===== config.mk =====
export PLATFORM = sky130hd
export DESIGN_NAME = var_state_loader_flat
export DESIGN_NICKNAME = d
export VERILOG_FILES = /design/src/rtl/var_state_loader_if.sv /design/src/rtl/var_state_loader.sv /design/src/flat_wrapper.sv
export SDC_FILE = /design/constraint.sdc
export NUM_CORES = 1
export LEC_CHECK = 0
export ABC_AREA = 1
export CAP_MARGIN = 0
export CORE_ASPECT_RATIO = 0.7
export CORE_MARGIN = 3
export CORE_UTILIZATION = 45
export CTS_CLUSTER_DIAMETER = 50
export DETAILED_ROUTE_END_ITERATION = 12
export HOLD_SLACK_MARGIN = 0.06
export PLACE_DENSITY_LB_ADDON = 0.2
export SYNTH_ARGS = -nofsm -noshare
export SYNTH_HDL_FRONTEND = slang
export SYNTH_SLANG_ARGS = --single-unit
export TNS_END_PERCENT = 5

===== constraint.sdc =====
create_clock -name clk -period 2.2 [get_ports clk]
set_clock_uncertainty 0.1 [all_clocks]
set_input_delay 0.22 -clock clk [delete_from_list [all_inputs] [get_ports clk]]
set_output_delay 0.22 -clock clk [all_outputs]
set_load 0.03 [all_outputs]

===== src/rtl/var_state_loader_if.sv =====
// Bus between the bin-switch controller, the bin state memory, the var_cell
// array and the state loader.
interface var_state_loader_if #(
  parameter int NUM_VARS_A_BIN   = 8,
  parameter int WIDTH_VAR_STATES = 30,
  parameter int WIDTH_BIN        = 10,
  parameter int WIDTH_ADDR       = 13
);
  logic                                         start_load_i;
  logic                                         start_update_i;
  logic [WIDTH_BIN-1:0]                         bin_num_i;
  logic                                         busy_o;
  logic                                         done_load_o;
  logic                                         done_update_o;
  logic [WIDTH_BIN-1:0]                         cur_bin_num_o;
  logic                                         mem_rd_en_o;
  logic                                         mem_wr_en_o;
  logic [WIDTH_ADDR-1:0]                        mem_addr_o;
  logic [WIDTH_VAR_STATES-1:0]                  mem_wdata_o;
  logic [WIDTH_VAR_STATES-1:0]                  mem_rdata_i;
  logic [NUM_VARS_A_BIN-1:0]                    wr_states_o;
  logic [WIDTH_VAR_STATES-1:0]                  vars_states_o;
  logic [NUM_VARS_A_BIN*WIDTH_VAR_STATES-1:0]   vars_states_i;

  modport slave (
    input  start_load_i, start_update_i, bin_num_i, mem_rdata_i, vars_states_i,
    output busy_o, done_load_o, done_update_o, cur_bin_num_o,
           mem_rd_en_o, mem_wr_en_o, mem_addr_o, mem_wdata_o,
           wr_states_o, vars_states_o
  );

  modport master (
    output start_load_i, start_update_i, bin_num_i, mem_rdata_i, vars_states_i,
    input  busy_o, done_load_o, done_update_o, cur_bin_num_o,
           mem_rd_en_o, mem_wr_en_o, mem_addr_o, mem_wdata_o,
           wr_states_o, vars_states_o
  );
endinterface


===== src/rtl/var_state_loader.sv =====
// Loads a bin's per-variable state words from memory into the var_cell array
// and writes snapshots of the var_cells back, optionally as one swap operation.
module var_state_loader #(
  parameter int NUM_VARS_A_BIN   = 8,
  parameter int WIDTH_VAR_STATES = 30,
  parameter int WIDTH_BIN        = 10,
  parameter int WIDTH_ADDR       = 13
) (
  input logic               clk,
  input logic               rst,
  var_state_loader_if.slave bus
);
  localparam int IDX_W = (NUM_VARS_A_BIN > 1) ? $clog2(NUM_VARS_A_BIN) : 1;
  localparam logic [IDX_W-1:0]          LAST_IDX = IDX_W'(NUM_VARS_A_BIN - 1);
  localparam logic [IDX_W-1:0]          ONE_IDX  = IDX_W'(1);
  localparam logic [NUM_VARS_A_BIN-1:0] CELL0    = NUM_VARS_A_BIN'(1);

  typedef enum logic [2:0] {
    IDLE     = 3'd0,
    UPD_SNAP = 3'd1,
    UPD_WR   = 3'd2,
    LD_RD    = 3'd3,
    LD_LAST  = 3'd4,
    DONE_UPD = 3'd5,
    DONE_LD  = 3'd6
  } state_t;

  state_t                       state_r;
  logic [IDX_W-1:0]             idx_r;
  logic [WIDTH_BIN-1:0]         ld_bin_r;
  logic [WIDTH_BIN-1:0]         cur_bin_r;
  logic                         pend_load_r;
  logic [WIDTH_VAR_STATES-1:0]  snap_r [NUM_VARS_A_BIN];
  logic                         busy_r;
  logic                         done_load_r;
  logic                         done_update_r;
  logic                         mem_rd_en_r;
  logic                         mem_wr_en_r;
  logic [WIDTH_ADDR-1:0]        mem_addr_r;
  logic [WIDTH_VAR_STATES-1:0]  mem_wdata_r;
  logic [NUM_VARS_A_BIN-1:0]    wr_states_r;
  logic [WIDTH_VAR_STATES-1:0]  vars_states_s;

  function automatic logic [WIDTH_ADDR-1:0] word_addr(
    input logic [WIDTH_BIN-1:0] bin,
    input logic [IDX_W-1:0]     idx
  );
    word_addr = WIDTH_ADDR'(bin) * WIDTH_ADDR'(NUM_VARS_A_BIN) + WIDTH_ADDR'(idx);
  endfunction

  // Sequencer: all strobes are registered one cycle ahead of the state they belong to.
  always_ff @(posedge clk or negedge rst) begin
    if (!rst) begin
      state_r       <= IDLE;
      idx_r         <= '0;
      ld_bin_r      <= '0;
      cur_bin_r     <= '0;
      pend_load_r   <= 1'b0;
      busy_r        <= 1'b0;
      done_load_r   <= 1'b0;
      done_update_r <= 1'b0;
      mem_rd_en_r   <= 1'b0;
      mem_wr_en_r   <= 1'b0;
      mem_addr_r    <= '0;
      mem_wdata_r   <= '0;
      wr_states_r   <= '0;
      for (int k = 0; k < NUM_VARS_A_BIN; k++) begin
        snap_r[k] <= '0;
      end
    end else begin
      done_load_r   <= 1'b0;
      done_update_r <= 1'b0;
      mem_rd_en_r   <= 1'b0;
      mem_wr_en_r   <= 1'b0;
      mem_addr_r    <= '0;
      mem_wdata_r   <= '0;
      wr_states_r   <= '0;

      case (state_r)
        IDLE: begin
          if (bus.start_update_i) begin
            // Snapshot on acceptance so cell activity after the request cannot leak in.
            for (int k = 0; k < NUM_VARS_A_BIN; k++) begin
              snap_r[k] <= bus.vars_states_i[k*WIDTH_VAR_STATES +: WIDTH_VAR_STATES];
            end
            state_r     <= UPD_SNAP;
            busy_r      <= 1'b1;
            idx_r       <= '0;
            pend_load_r <= bus.start_load_i;
            if (bus.start_load_i) begin
              ld_bin_r <= bus.bin_num_i;
            end else begin
              ld_bin_r <= ld_bin_r;
            end
          end else if (bus.start_load_i) begin
            state_r     <= LD_RD;
            busy_r      <= 1'b1;
            idx_r       <= '0;
            ld_bin_r    <= bus.bin_num_i;
            mem_rd_en_r <= 1'b1;
            mem_addr_r  <= word_addr(bus.bin_num_i, '0);
          end else begin
            state_r <= IDLE;
            busy_r  <= 1'b0;
          end
        end

        UPD_SNAP: begin
          state_r     <= UPD_WR;
          idx_r       <= '0;
          mem_wr_en_r <= 1'b1;
          mem_addr_r  <= word_addr(cur_bin_r, '0);
          mem_wdata_r <= snap_r[0];
        end

        UPD_WR: begin
          if (idx_r == LAST_IDX) begin
            state_r       <= DONE_UPD;
            done_update_r <= 1'b1;
          end else begin
            idx_r       <= idx_r + ONE_IDX;
            mem_wr_en_r <= 1'b1;
            mem_addr_r  <= word_addr(cur_bin_r, idx_r + ONE_IDX);
            mem_wdata_r <= snap_r[idx_r + ONE_IDX];
          end
        end

        DONE_UPD: begin
          if (pend_load_r) begin
            pend_load_r <= 1'b0;
            state_r     <= LD_RD;
            idx_r       <= '0;
            mem_rd_en_r <= 1'b1;
            mem_addr_r  <= word_addr(ld_bin_r, '0);
          end else begin
            state_r <= IDLE;
            busy_r  <= 1'b0;
          end
        end

        LD_RD: begin
          // The word read this cycle lands in cell idx on the next cycle.
          wr_states_r <= CELL0 << idx_r;
          if (idx_r == LAST_IDX) begin
            state_r <= LD_LAST;
          end else begin
            idx_r       <= idx_r + ONE_IDX;
            mem_rd_en_r <= 1'b1;
            mem_addr_r  <= word_addr(ld_bin_r, idx_r + ONE_IDX);
          end
        end

        LD_LAST: begin
          state_r     <= DONE_LD;
          cur_bin_r   <= ld_bin_r;
          done_load_r <= 1'b1;
        end

        DONE_LD: begin
          state_r <= IDLE;
          busy_r  <= 1'b0;
          idx_r   <= '0;
        end

        default: begin
          state_r     <= IDLE;
          busy_r      <= 1'b0;
          pend_load_r <= 1'b0;
          idx_r       <= '0;
        end
      endcase
    end
  end

  // Read data arrives one cycle after its strobe, aligned with the cell write strobe.
  always_comb begin
    vars_states_s = '0;
    if (|wr_states_r) begin
      vars_states_s = bus.mem_rdata_i;
    end else begin
      vars_states_s = '0;
    end
  end

  assign bus.busy_o        = busy_r;
  assign bus.done_load_o   = done_load_r;
  assign bus.done_update_o = done_update_r;
  assign bus.cur_bin_num_o = cur_bin_r;
  assign bus.mem_rd_en_o   = mem_rd_en_r;
  assign bus.mem_wr_en_o   = mem_wr_en_r;
  assign bus.mem_addr_o    = mem_addr_r;
  assign bus.mem_wdata_o   = mem_wdata_r;
  assign bus.wr_states_o   = wr_states_r;
  assign bus.vars_states_o = vars_states_s;

endmodule

===== src/flat_wrapper.sv =====
// flat-port wrapper written by rule: the top's interface ports become plain ports
module var_state_loader_flat 
#(
  parameter int NUM_VARS_A_BIN   = 8,
  parameter int WIDTH_VAR_STATES = 30,
  parameter int WIDTH_BIN        = 10,
  parameter int WIDTH_ADDR       = 13
)
  (clk, rst, bus_start_load_i, bus_start_update_i, bus_bin_num_i, bus_mem_rdata_i, bus_vars_states_i, bus_busy_o, bus_done_load_o, bus_done_update_o, bus_cur_bin_num_o, bus_mem_rd_en_o, bus_mem_wr_en_o, bus_mem_addr_o, bus_mem_wdata_o, bus_wr_states_o, bus_vars_states_o);
  var_state_loader_if #(.NUM_VARS_A_BIN(NUM_VARS_A_BIN), .WIDTH_VAR_STATES(WIDTH_VAR_STATES), .WIDTH_BIN(WIDTH_BIN), .WIDTH_ADDR(WIDTH_ADDR)) bus_i ();
  input logic clk;
  input logic rst;
  input wire logic [$bits(bus_i.start_load_i)-1:0] bus_start_load_i;
  input wire logic [$bits(bus_i.start_update_i)-1:0] bus_start_update_i;
  input wire logic [$bits(bus_i.bin_num_i)-1:0] bus_bin_num_i;
  input wire logic [$bits(bus_i.mem_rdata_i)-1:0] bus_mem_rdata_i;
  input wire logic [$bits(bus_i.vars_states_i)-1:0] bus_vars_states_i;
  output wire logic [$bits(bus_i.busy_o)-1:0] bus_busy_o;
  output wire logic [$bits(bus_i.done_load_o)-1:0] bus_done_load_o;
  output wire logic [$bits(bus_i.done_update_o)-1:0] bus_done_update_o;
  output wire logic [$bits(bus_i.cur_bin_num_o)-1:0] bus_cur_bin_num_o;
  output wire logic [$bits(bus_i.mem_rd_en_o)-1:0] bus_mem_rd_en_o;
  output wire logic [$bits(bus_i.mem_wr_en_o)-1:0] bus_mem_wr_en_o;
  output wire logic [$bits(bus_i.mem_addr_o)-1:0] bus_mem_addr_o;
  output wire logic [$bits(bus_i.mem_wdata_o)-1:0] bus_mem_wdata_o;
  output wire logic [$bits(bus_i.wr_states_o)-1:0] bus_wr_states_o;
  output wire logic [$bits(bus_i.vars_states_o)-1:0] bus_vars_states_o;
  assign bus_i.start_load_i = bus_start_load_i;
  assign bus_i.start_update_i = bus_start_update_i;
  assign bus_i.bin_num_i = bus_bin_num_i;
  assign bus_i.mem_rdata_i = bus_mem_rdata_i;
  assign bus_i.vars_states_i = bus_vars_states_i;
  assign bus_busy_o = bus_i.busy_o;
  assign bus_done_load_o = bus_i.done_load_o;
  assign bus_done_update_o = bus_i.done_update_o;
  assign bus_cur_bin_num_o = bus_i.cur_bin_num_o;
  assign bus_mem_rd_en_o = bus_i.mem_rd_en_o;
  assign bus_mem_wr_en_o = bus_i.mem_wr_en_o;
  assign bus_mem_addr_o = bus_i.mem_addr_o;
  assign bus_mem_wdata_o = bus_i.mem_wdata_o;
  assign bus_wr_states_o = bus_i.wr_states_o;
  assign bus_vars_states_o = bus_i.vars_states_o;
  var_state_loader #(.NUM_VARS_A_BIN(NUM_VARS_A_BIN), .WIDTH_VAR_STATES(WIDTH_VAR_STATES), .WIDTH_BIN(WIDTH_BIN), .WIDTH_ADDR(WIDTH_ADDR)) u_core (.clk(clk), .rst(rst), .bus(bus_i));
endmodule

==> impl_metrics.yaml, run 1 <==
die:
  coreArea_um2: 32600
  ios: 380
  rows: 55
  fp.dieW_um: 225
  initial_utilization_pct: 46.1
  fp.dieH_um: 159
  die_area_um2: 35700
layout:
  drive_above_1_share_pct: 6.62
  multi_input_area_um2: 5190
  stdcell_count: 2724
  regArea_um2: 8090
  finalNetCount: 2558
  layout_commonest_cell: "nand2_1"
  fillCellCount: 2818
  final_util_pct: 62.9
  area_growth_pct: 36.3
  layout_common_cells: "nand2_1 (604), clkdlybuf4s50_1 (348), dfrtp_1 (322)"
power:
  power_leakage_nw: 9.95
  vdd_drop_max_uv: 1120
  power_density_nw_per_um2: 1400
  comb_power_share_pct: 44.9
  switching_power_mw: 11.7
  p_sw_share_pct: 40.9
  seqPwrFrac_pct: 33.3
  p_int_mw: 17.0
  p_clk_share_pct: 21.7
  total_power_mw: 28.7
clocking:
  clock-sinks: 323
  cts.clk_slew.worst_paths_ns: 0.06
  cts.path.max_buffers: 3
  ctsRootBufferMaster: "clkbuf_16"
  cts_inserted_buffers: 37
  htreeDepth: 2
  cts_tree: "built"
  clk_latency_ns: 0.52
  cts_setup_buffers: 0
sta:
  fin_crit_ns: 2.07
  tightest_slew_ns: 0.617
  rsz0062_at_grt: "no"
  finalHoldViolations: 0
  slew_viol_final: 0
  setup_slack_ns: 0.131
  min_period_over_period_pct: 94.1
  slew_headroom_pct: 58.8
  setup_viol: 0
  fmax_mhz: 483
  fin_setup_tns_ns: 0
setup_path:
  path_class: "reg -> out"
  crit_family: "buffers and inverters"
  crit_buf_inv: 2
  cpMostUsedCell: "nor2_1"
  crit_path_max_fanout: 30
  max_stage_delay_ns: 0.37
  cp-start-kind: "register"
  worstPathArrival_ns: 1.75
  endpoint_kind: "output pin"
  path_cells: "nor2_1 > nand2_1 > nor2_2 > buf_12 > nor2_1 > clkdlybuf4s15_2"
  crit_required_ns: 1.88
  critical_path.slowest_cell: "dfrtp_1"
detailed_routing:
  vias_per_cell: 5.05
  antenna_left: 0
  firstDrtPassIters: 5
  wirelength_mm: 46.5
  drc_errors: 0
  drt_iter0_markers: 1390
  wl_per_cell_um: 17.1
  num_vias: 13800
flow_run:
  maxCapViolCount: 0
synthesis:
  muxShareOfSynthArea_pct: 0
  synth_top_family_by_area: "simple AND/OR/NAND/NOR gates"
  avgSynthCellArea_um2: 7.83
  synth.distinct_cells: 22
  synth_compound_area_share_pct: 8.90
  async_reset_ff_share_pct: 100
  synthXorXnorAreaFrac_pct: 0
  ys_seq_area_share_pct: 53.7
  synth-simple-area-share_pct: 24.8
  synth-adder-area-share_pct: 0.582
  synthFlopType: "dfrtp_1"
  syn_nets: 2212
  syn-cell-area_um2: 15000
  synth_cells: 1921
  synth_edf_count: 0
  ys_warn_count: 0
  ys_ff_latch: 323
outcome:
  status: "finished, final reports clean"
global_routing:
  grt.total_usage_pct: 26.0
  overflow: 0
  antenna_found_initial: 6
  grt_max_degree: 123
  grt_pass1_wl_mm: 74.7
  grt_pass1_vias: 13700
placed_design:
  place_congestion: 0.894
  dp_hpwl_mm: 32.4
  port_buffers: 379
  dp.cells: 2654
  dp_worst_setup_slack_ns: 0.220
worst_hold_path:
  hold_class: "in -> reg"
-- worst register-to-register path: cells and delay by family (launching register included) --
| family | cells | cell delay (ns) |
|---|---|---|
| and+or+nand+nor | 3 | 0.38 |
| AOI/OAI and AO/OA | 1 | 0.22 |
| adders and majority gates | 2 | 0.52 |
| DFF | 1 | 0.51 |
| buffers and inverters | 2 | 0.21 |
-- flip-flops by register name (all words and copies together) (netlist names), 3 cells and up --
signal	count
u_core.bus.mem_addr_o	13
u_core.idx_r	3
u_core.ld_bin_r	10
u_core.snap_r	240
u_core.bus.cur_bin_num_o	10
u_core.bus.mem_wdata_o	30
u_core.state_r	3
u_core.bus.wr_states_o	8
-- stage by stage --
stage	hold slack (ns)	area, µm²
finish	0.145	20500
global route	0.136	20500
CTS	0.116	20600
detailed placement	0.145	19400
global placement	0.138	19400
floorplan	-0.176	15000
-- synth_stat cells (3+ instances only) --
| master | number | area (µm²) |
|---|---|---|
| dfrtp_1 | 323 | 8080 |
| buf_2 | 33 | 165 |
| nor2_1 | 42 | 158 |
| inv_1 | 301 | 1130 |
| o21ai_0 | 168 | 841 |
| nand2_1 | 604 | 2270 |
| o21ai_1 | 97 | 485 |
| nand3_1 | 239 | 1200 |
| ha_1 | 7 | 87.6 |
| buf_6 | 23 | 259 |
| buf_1 | 3 | 11.3 |
| nand4_1 | 7 | 43.8 |
| nor3_1 | 6 | 30.0 |
| clkbuf_1 | 55 | 206 |
-- per-layer routing --
metal  global-route usage [%]  vias to the layer above  wire, µm
li1                         -                     6632         -
met1                     38.3                     6531     21100
met2                     39.8                      516     21200
met3                     4.85                       75      3220
met4                     6.90                        8       960
met5                        0                        -        51
-- power groups by stage --
stage               Combinational (mW)  Sequential (mW)  Clock (mW)
floorplan                         7.87             10.1           0
global placement                  12.6             9.56           0
detailed placement                12.9             9.64           0
CTS                               12.9             9.56        6.35
global route                      14.4             9.82        6.61
finish                            12.9             9.57        6.24
-- worst paths after layout --
check	cells after the start	end	from	slack (ns)
setup / recovery	6	bus_vars_states_o[5]	u_core.bus.wr_states_o[7]	0.13
hold / removal	3	u_core.snap_r[52]	bus_vars_states_i[202]	0.14
setup reg to reg	8	u_core.state_r[0]	u_core.idx_r[0]	0.14
hold reg to reg	2	u_core.bus.mem_wdata_o[4]	u_core.snap_r[214]	0.37
max in group asynchronous	3	u_core.idx_r[0]	rst	1.04
min in group asynchronous	2	u_core.snap_r[102]	rst	0.16
-- area by class of cell --
| cell class | count | area share [%] |
|---|---|---|
| Clock buffer | 49 | 5.23 |
| Inverter | 305 | 5.59 |
| Sequential cell | 323 | 39.4 |
| Tap cell | 427 | 2.60 |
| Timing Repair Buffer | 423 | 21.0 |
| Clock inverter | 18 | 0.823 |
| Antenna cell | 2 | 0.0244 |
| Multi-Input combinational cell | 1177 | 25.3 |
-- timing repair --
action | 4_1_cts | 5_1_grt
gates resized for setup | 65 | 26
hold buffers | 1 | 0
setup endpoints to repair | 30 | 21
hold endpoints to repair | 71 | 0
-- logic make-up (layout without fill, tap and decap cells) --
group / after synthesis / in the layout
compound gates: 267 / 267
fa+ha+maj: 7 / 7
other cells: 0 / 2
flops: 323 / 323
simple gates: 903 / 903
buf+inv: 421 / 795
(Power assumes the default switching activity.)
==> run 2: changes to the inputs <==
--- a/config.mk
+++ b/config.mk
@@ -12,6 +12,7 @@
 export CORE_UTILIZATION = 45
 export CTS_CLUSTER_DIAMETER = 50
 export DETAILED_ROUTE_END_ITERATION = 12
+export GPL_TIMING_DRIVEN = 0
 export HOLD_SLACK_MARGIN = 0.06
 export PLACE_DENSITY_LB_ADDON = 0.2
 export SYNTH_ARGS = -nofsm -noshare
==> impl_metrics.yaml, run 2 (synthesized netlist as in run 1, its figures left out) <==
clocking:
  cts_tree: "built"
  clk_latency_ns: 0.53
  cts.clk_slew.worst_paths_ns: 0.06
  clock-sinks: 323
  htreeDepth: 2
  cts_inserted_buffers: 36
  cts.path.max_buffers: 3
  ctsRootBufferMaster: "clkbuf_16"
global_routing:
  grt.total_usage_pct: 30.3
  grt_pass1_wl_mm: 82.8
  grt_pass1_vias: 14300
  antenna_found_initial: 4
  grt_max_degree: 120
  overflow: 0
die:
  ios: 380
  die_area_um2: 35700
  initial_utilization_pct: 46.1
  coreArea_um2: 32600
  rows: 55
  fp.dieW_um: 225
  fp.dieH_um: 159
power:
  vdd_drop_max_uv: 707
  power_leakage_nw: 10.2
  power_density_nw_per_um2: 1450
detailed_routing:
  vias_per_cell: 5.24
  wirelength_mm: 55.3
  drc_errors: 0
  num_vias: 14700
  firstDrtPassIters: 5
  drt_iter0_markers: 1822
  antenna_left: 0
  wl_per_cell_um: 19.8
setup_path:
  path_class: "reg -> reg"
  worstPathArrival_ns: 2.44
  crit_buf_inv: 3
  timing.rr.end: "u_core.bus.mem_wdata_o[27]"
  critical_path.slowest_cell: "clkbuf_1"
  path_cells: "buf_6 > buf_2 > clkbuf_1 > nand2_1 > nand3_1 > nand3_1 > nand3_1 > nand2_1"
  max_stage_delay_ns: 0.62
  crit_required_ns: 2.50
  reg2reg_depth: 8
  r2r_setup_slack_ns: 0.06
  crit_family: "buffers and inverters"
  crit_path_max_fanout: 10
  cp-start-kind: "register"
  cpMostUsedCell: "nand3_1"
  regToRegStartpoint: "u_core.idx_r[0]"
  endpoint_kind: "register"
layout:
  largest_reg_flops: 240
  finalInstanceArea_um2: 21000
  fillCellCount: 2813
  layout_common_cells: "nand2_1 (604), clkdlybuf4s50_1 (348), dfrtp_1 (323)"
  stdcell_count: 2798
  drive_above_1_share_pct: 7.82
  layout_commonest_cell: "nand2_1"
  top_register: "u_core.snap_r"
  finalNetCount: 2633
  area_growth_pct: 39.4
worst_hold_path:
  hold_class: "in -> async"
placed_design:
  port_buffers: 379
  dp_hpwl_mm: 40.5
  place_congestion: 0.922
  place_area_um2: 19400
  dp.cells: 2729
  dp_worst_setup_slack_ns: -0.969
sta:
  fmax_mhz: 468
  rsz0062_at_grt: "yes"
  holdWs_ns: 0.125
  fin_setup_tns_ns: 0
  min_period_over_period_pct: 97.1
  slew_viol_final: 0
  tightest_slew_ns: 0.773
  slew_headroom_pct: 48.4
  setup_slack_ns: 0.0638
  finalHoldViolations: 0
  setup_viol: 0
  fin_crit_ns: 2.14
outcome:
  status: "finished, final reports clean"
flow_run:
  maxCapViolCount: 0
run 2: changes by cell type in the layout (fill, tap and decap cells not counted), moves of 4 or more:
cell,change
bufinv_16,+6
clkbuf_1,+38
clkinv_4,-4
buf_4,-12
buf_2,+30
clkinv_2,-5
clkbuf_2,-12
buf_6,+26
buf_12,-20
clkdlybuf4s15_2,+16
run 2: worst max-delay path by stage:
stage                                             to  depth (start not counted)  slack (ns)                       from
after floorplan           u_core.bus.mem_wdata_o[14]                         12        0.03            u_core.idx_r[0]
after global placement     u_core.bus.mem_addr_o[10]                          1      -13.28                        rst
after detailed placement   u_core.bus.mem_wdata_o[4]                         12       -0.97            u_core.idx_r[0]
after CTS                       bus_vars_states_o[8]                          6       -0.04  u_core.bus.wr_states_o[5]
after global routing            bus_vars_states_o[5]                          6       -0.02  u_core.bus.wr_states_o[5]
final                     u_core.bus.mem_wdata_o[27]                          8        0.06            u_core.idx_r[0]
run 2: layout make-up:
class	count	area [µm²]	share of cell area [%]
plain buffers	115	798	3.80
clock buffers	47	1010	4.83
inverters	305	1150	5.50
flip-flops and latches	323	8080	38.5
multi-input cells	1177	5200	24.8
diodes	4	10.0	0.0477
repair buffers	384	3890	18.5
well taps	427	534	2.55
clock inverters	16	298	1.42
run 2: timing repair:
action,in CTS,in global routing
endpoints found under the hold margin,94,0
buffers inserted,1,1
pin swaps,0,0
setup endpoints to repair,62,161
gates resized for setup,133,35
hold buffers,1,0
run 2: stage by stage:
stage	power [mW]	util (%)
2_1_floorplan	17.9	-
3_3_place_gp	22.8	59.4
3_5_place_dp	23.1	59.6
4_1_cts	30.2	64.1
5_1_grt	32.3	64.3
6_report	30.5	64.3
run 2: power breakdown:
group / total, mW / leakage [nW] / switching, mW / internal (mW)
clock network: 6.75 / 0.628 / 2.55 / 4.20
logic: 14.2 / 5.50 / 9.29 / 4.94
registers: 9.52 / 4.04 / 0.910 / 8.61
total: 30.5 / 10.2 / 12.7 / 17.8
run 2: metal layers:
metal	GRT usage, %	part of all wire [%]
met3	5.07	9.0
met1	45.4	44
met5	0	0
met2	45.7	44
met4	8.49	2.3
==> run 3: changes to the inputs <==
--- a/config.mk
+++ b/config.mk
@@ -15,6 +15,7 @@
 export GPL_TIMING_DRIVEN = 0
 export HOLD_SLACK_MARGIN = 0.06
 export PLACE_DENSITY_LB_ADDON = 0.2
+export SLEW_MARGIN = 20
 export SYNTH_ARGS = -nofsm -noshare
 export SYNTH_HDL_FRONTEND = slang
 export SYNTH_SLANG_ARGS = --single-unit
==> impl_metrics.yaml, run 3 (synthesized netlist as in run 1, its figures left out) <==
outcome:
  status: "complete, but fails checks"
  violations: "setup timing"
global_routing:
  grt_pass1_wl_mm: 83.6
  overflow: 0
  grt.total_usage_pct: 30.4
  antenna_found_initial: 3
  grt_max_degree: 89
  grt_pass1_vias: 14500
layout:
  area_growth_pct: 38.2
  drive_above_1_share_pct: 7.66
  layout_commonest_cell: "nand2_1"
  largest_reg_flops: 240
  top_register: "u_core.snap_r"
  finalInstanceArea_um2: 20800
  layout_common_cells: "nand2_1 (604), clkdlybuf4s50_1 (348), dfrtp_1 (323)"
  finalNetCount: 2631
  fillCellCount: 2870
setup_path:
  crit_path_max_fanout: 10
  worstPathArrival_ns: 2.59
  endpoint_kind: "register"
  cp-start-kind: "register"
  crit_required_ns: 2.51
  path_class: "reg -> reg"
clocking:
  cts.path.max_buffers: 3
  cts_setup_buffers: 0
  cts_inserted_buffers: 35
  cts_tree: "built"
  htreeDepth: 2
  clk_latency_ns: 0.52
  cts.clk_slew.worst_paths_ns: 0.07
  ctsRootBufferMaster: "clkbuf_16"
  clock-sinks: 323
die:
  initial_utilization_pct: 46.1
  fp.dieH_um: 159
  die_area_um2: 35700
  fp.dieW_um: 225
  ios: 380
  rows: 55
  coreArea_um2: 32600
power:
  power_leakage_nw: 10.1
  comb_power_share_pct: 46.9
  total_power_mw: 29.9
  p_clk_share_pct: 21.2
  power_density_nw_per_um2: 1440
  switching_power_mw: 12.6
  seqPwrFrac_pct: 31.9
  p_sw_share_pct: 42.3
  p_int_mw: 17.2
  vdd_drop_max_uv: 653
placed_design:
  dp_hpwl_mm: 40.8
  port_buffers: 379
  place_area_um2: 19500
  place_congestion: 0.922
detailed_routing:
  drc_errors: 0
  wirelength_mm: 55.0
  antenna_left: 0
  wl_per_cell_um: 19.7
  vias_per_cell: 5.24
  drt_iter0_markers: 1699
  firstDrtPassIters: 6
  num_vias: 14600
sta:
  slew_viol_final: 0
  tightest_slew_ns: 0.763
  fin_crit_ns: 2.27
  fmax_mhz: 440
  finalHoldViolations: 0
  slew_headroom_pct: 49.2
  setup_viol: 9
  setup_slack_ns: -0.0713
  rsz0062_at_grt: "yes"
  min_period_over_period_pct: 103
worst_hold_path:
  hold_class: "in -> reg"
flow_run:
  maxCapViolCount: 0
-- run 3: final timing paths --
path | slack (ns) | depth (start not counted) | start | endpoint
max | -0.07 | 6 | u_core.idx_r[0] | u_core.bus.mem_wdata_o[8]
min | 0.14 | 3 | bus_vars_states_i[205] | u_core.snap_r[55]
max reg2reg | -0.07 | 6 | u_core.idx_r[0] | u_core.bus.mem_wdata_o[8]
min reg2reg | 0.37 | 2 | u_core.snap_r[228] | u_core.bus.mem_wdata_o[18]
max in group asynchronous | 0.52 | 4 | rst | u_core.snap_r[56]
min in group asynchronous | 0.17 | 2 | rst | u_core.snap_r[103]
-- run 3: metal layers --
| layer | vias up | share of wire, % | wire length [µm] | GRT usage, % |
|---|---|---|---|---|
| li1 | 6786 | - | - | - |
| met1 | 7030 | 45 | 24500 | 45.2 |
| met2 | 734 | 44 | 24400 | 46.6 |
| met3 | 84 | 9.2 | 5050 | 5.22 |
| met4 | 0 | 2.0 | 1090 | 7.62 |
| met5 | - | 0 | 0 | 0 |
-- run 3: what timing repair did --
item	in CTS	in global routing
endpoints found under the hold margin	83	0
gates resized for setup	114	34
hold buffers	1	0
setup endpoints to repair	62	58
-- run 3: power groups by stage --
stage	Sequential, mW	Combinational (mW)	Clock [mW]
finish	9.52	14.0	6.32
global route	9.76	15.4	6.61
global placement	9.58	13.2	0
CTS	9.51	13.9	6.35
detailed placement	9.60	13.5	0
floorplan	10.1	7.87	0
-- run 3: layout make-up --
type	instances	area (µm²)	share of cell area, %
tap	427	534	2.57
timing repair buffer	383	3840	18.5
clock inverter	12	175	0.842
antenna	3	7.51	0.0361
inverter	305	1150	5.54
buffer	115	768	3.69
clock buffer	49	1050	5.05
multi-input combinational	1177	5190	24.9
sequential	323	8080	38.9
-- run 3: stage by stage --
| step | utilization [%] | worst slack, ns | setup TNS [ns] | hold WS (ns) | cells |
|---|---|---|---|---|---|
| 6_report | 63.8 | -0.0713 | -0.224 | 0.141 | 2794 |
| 5_1_grt | 63.8 | -0.105 | -0.664 | 0.154 | 2794 |
| 4_1_cts | 63.9 | -0.0548 | -0.466 | 0.121 | 2791 |
| 3_5_place_dp | 59.7 | -0.972 | -27.40 | 0.151 | 2730 |
| 3_3_place_gp | 59.4 | -13.28 | -4298.87 | 0.356 | 2727 |
| 2_1_floorplan | - | 0.0316 | 0 | -0.176 | 1921 |
-- run 3: worst max-delay path, stage by stage, from the launching register on --
cell      delay (ns)
dfrtp_1         0.41
ha_1            0.25
ha_1            0.43
clkbuf_1        0.60
nand3_1         0.21
nand3_1         0.11
nand2_1         0.06
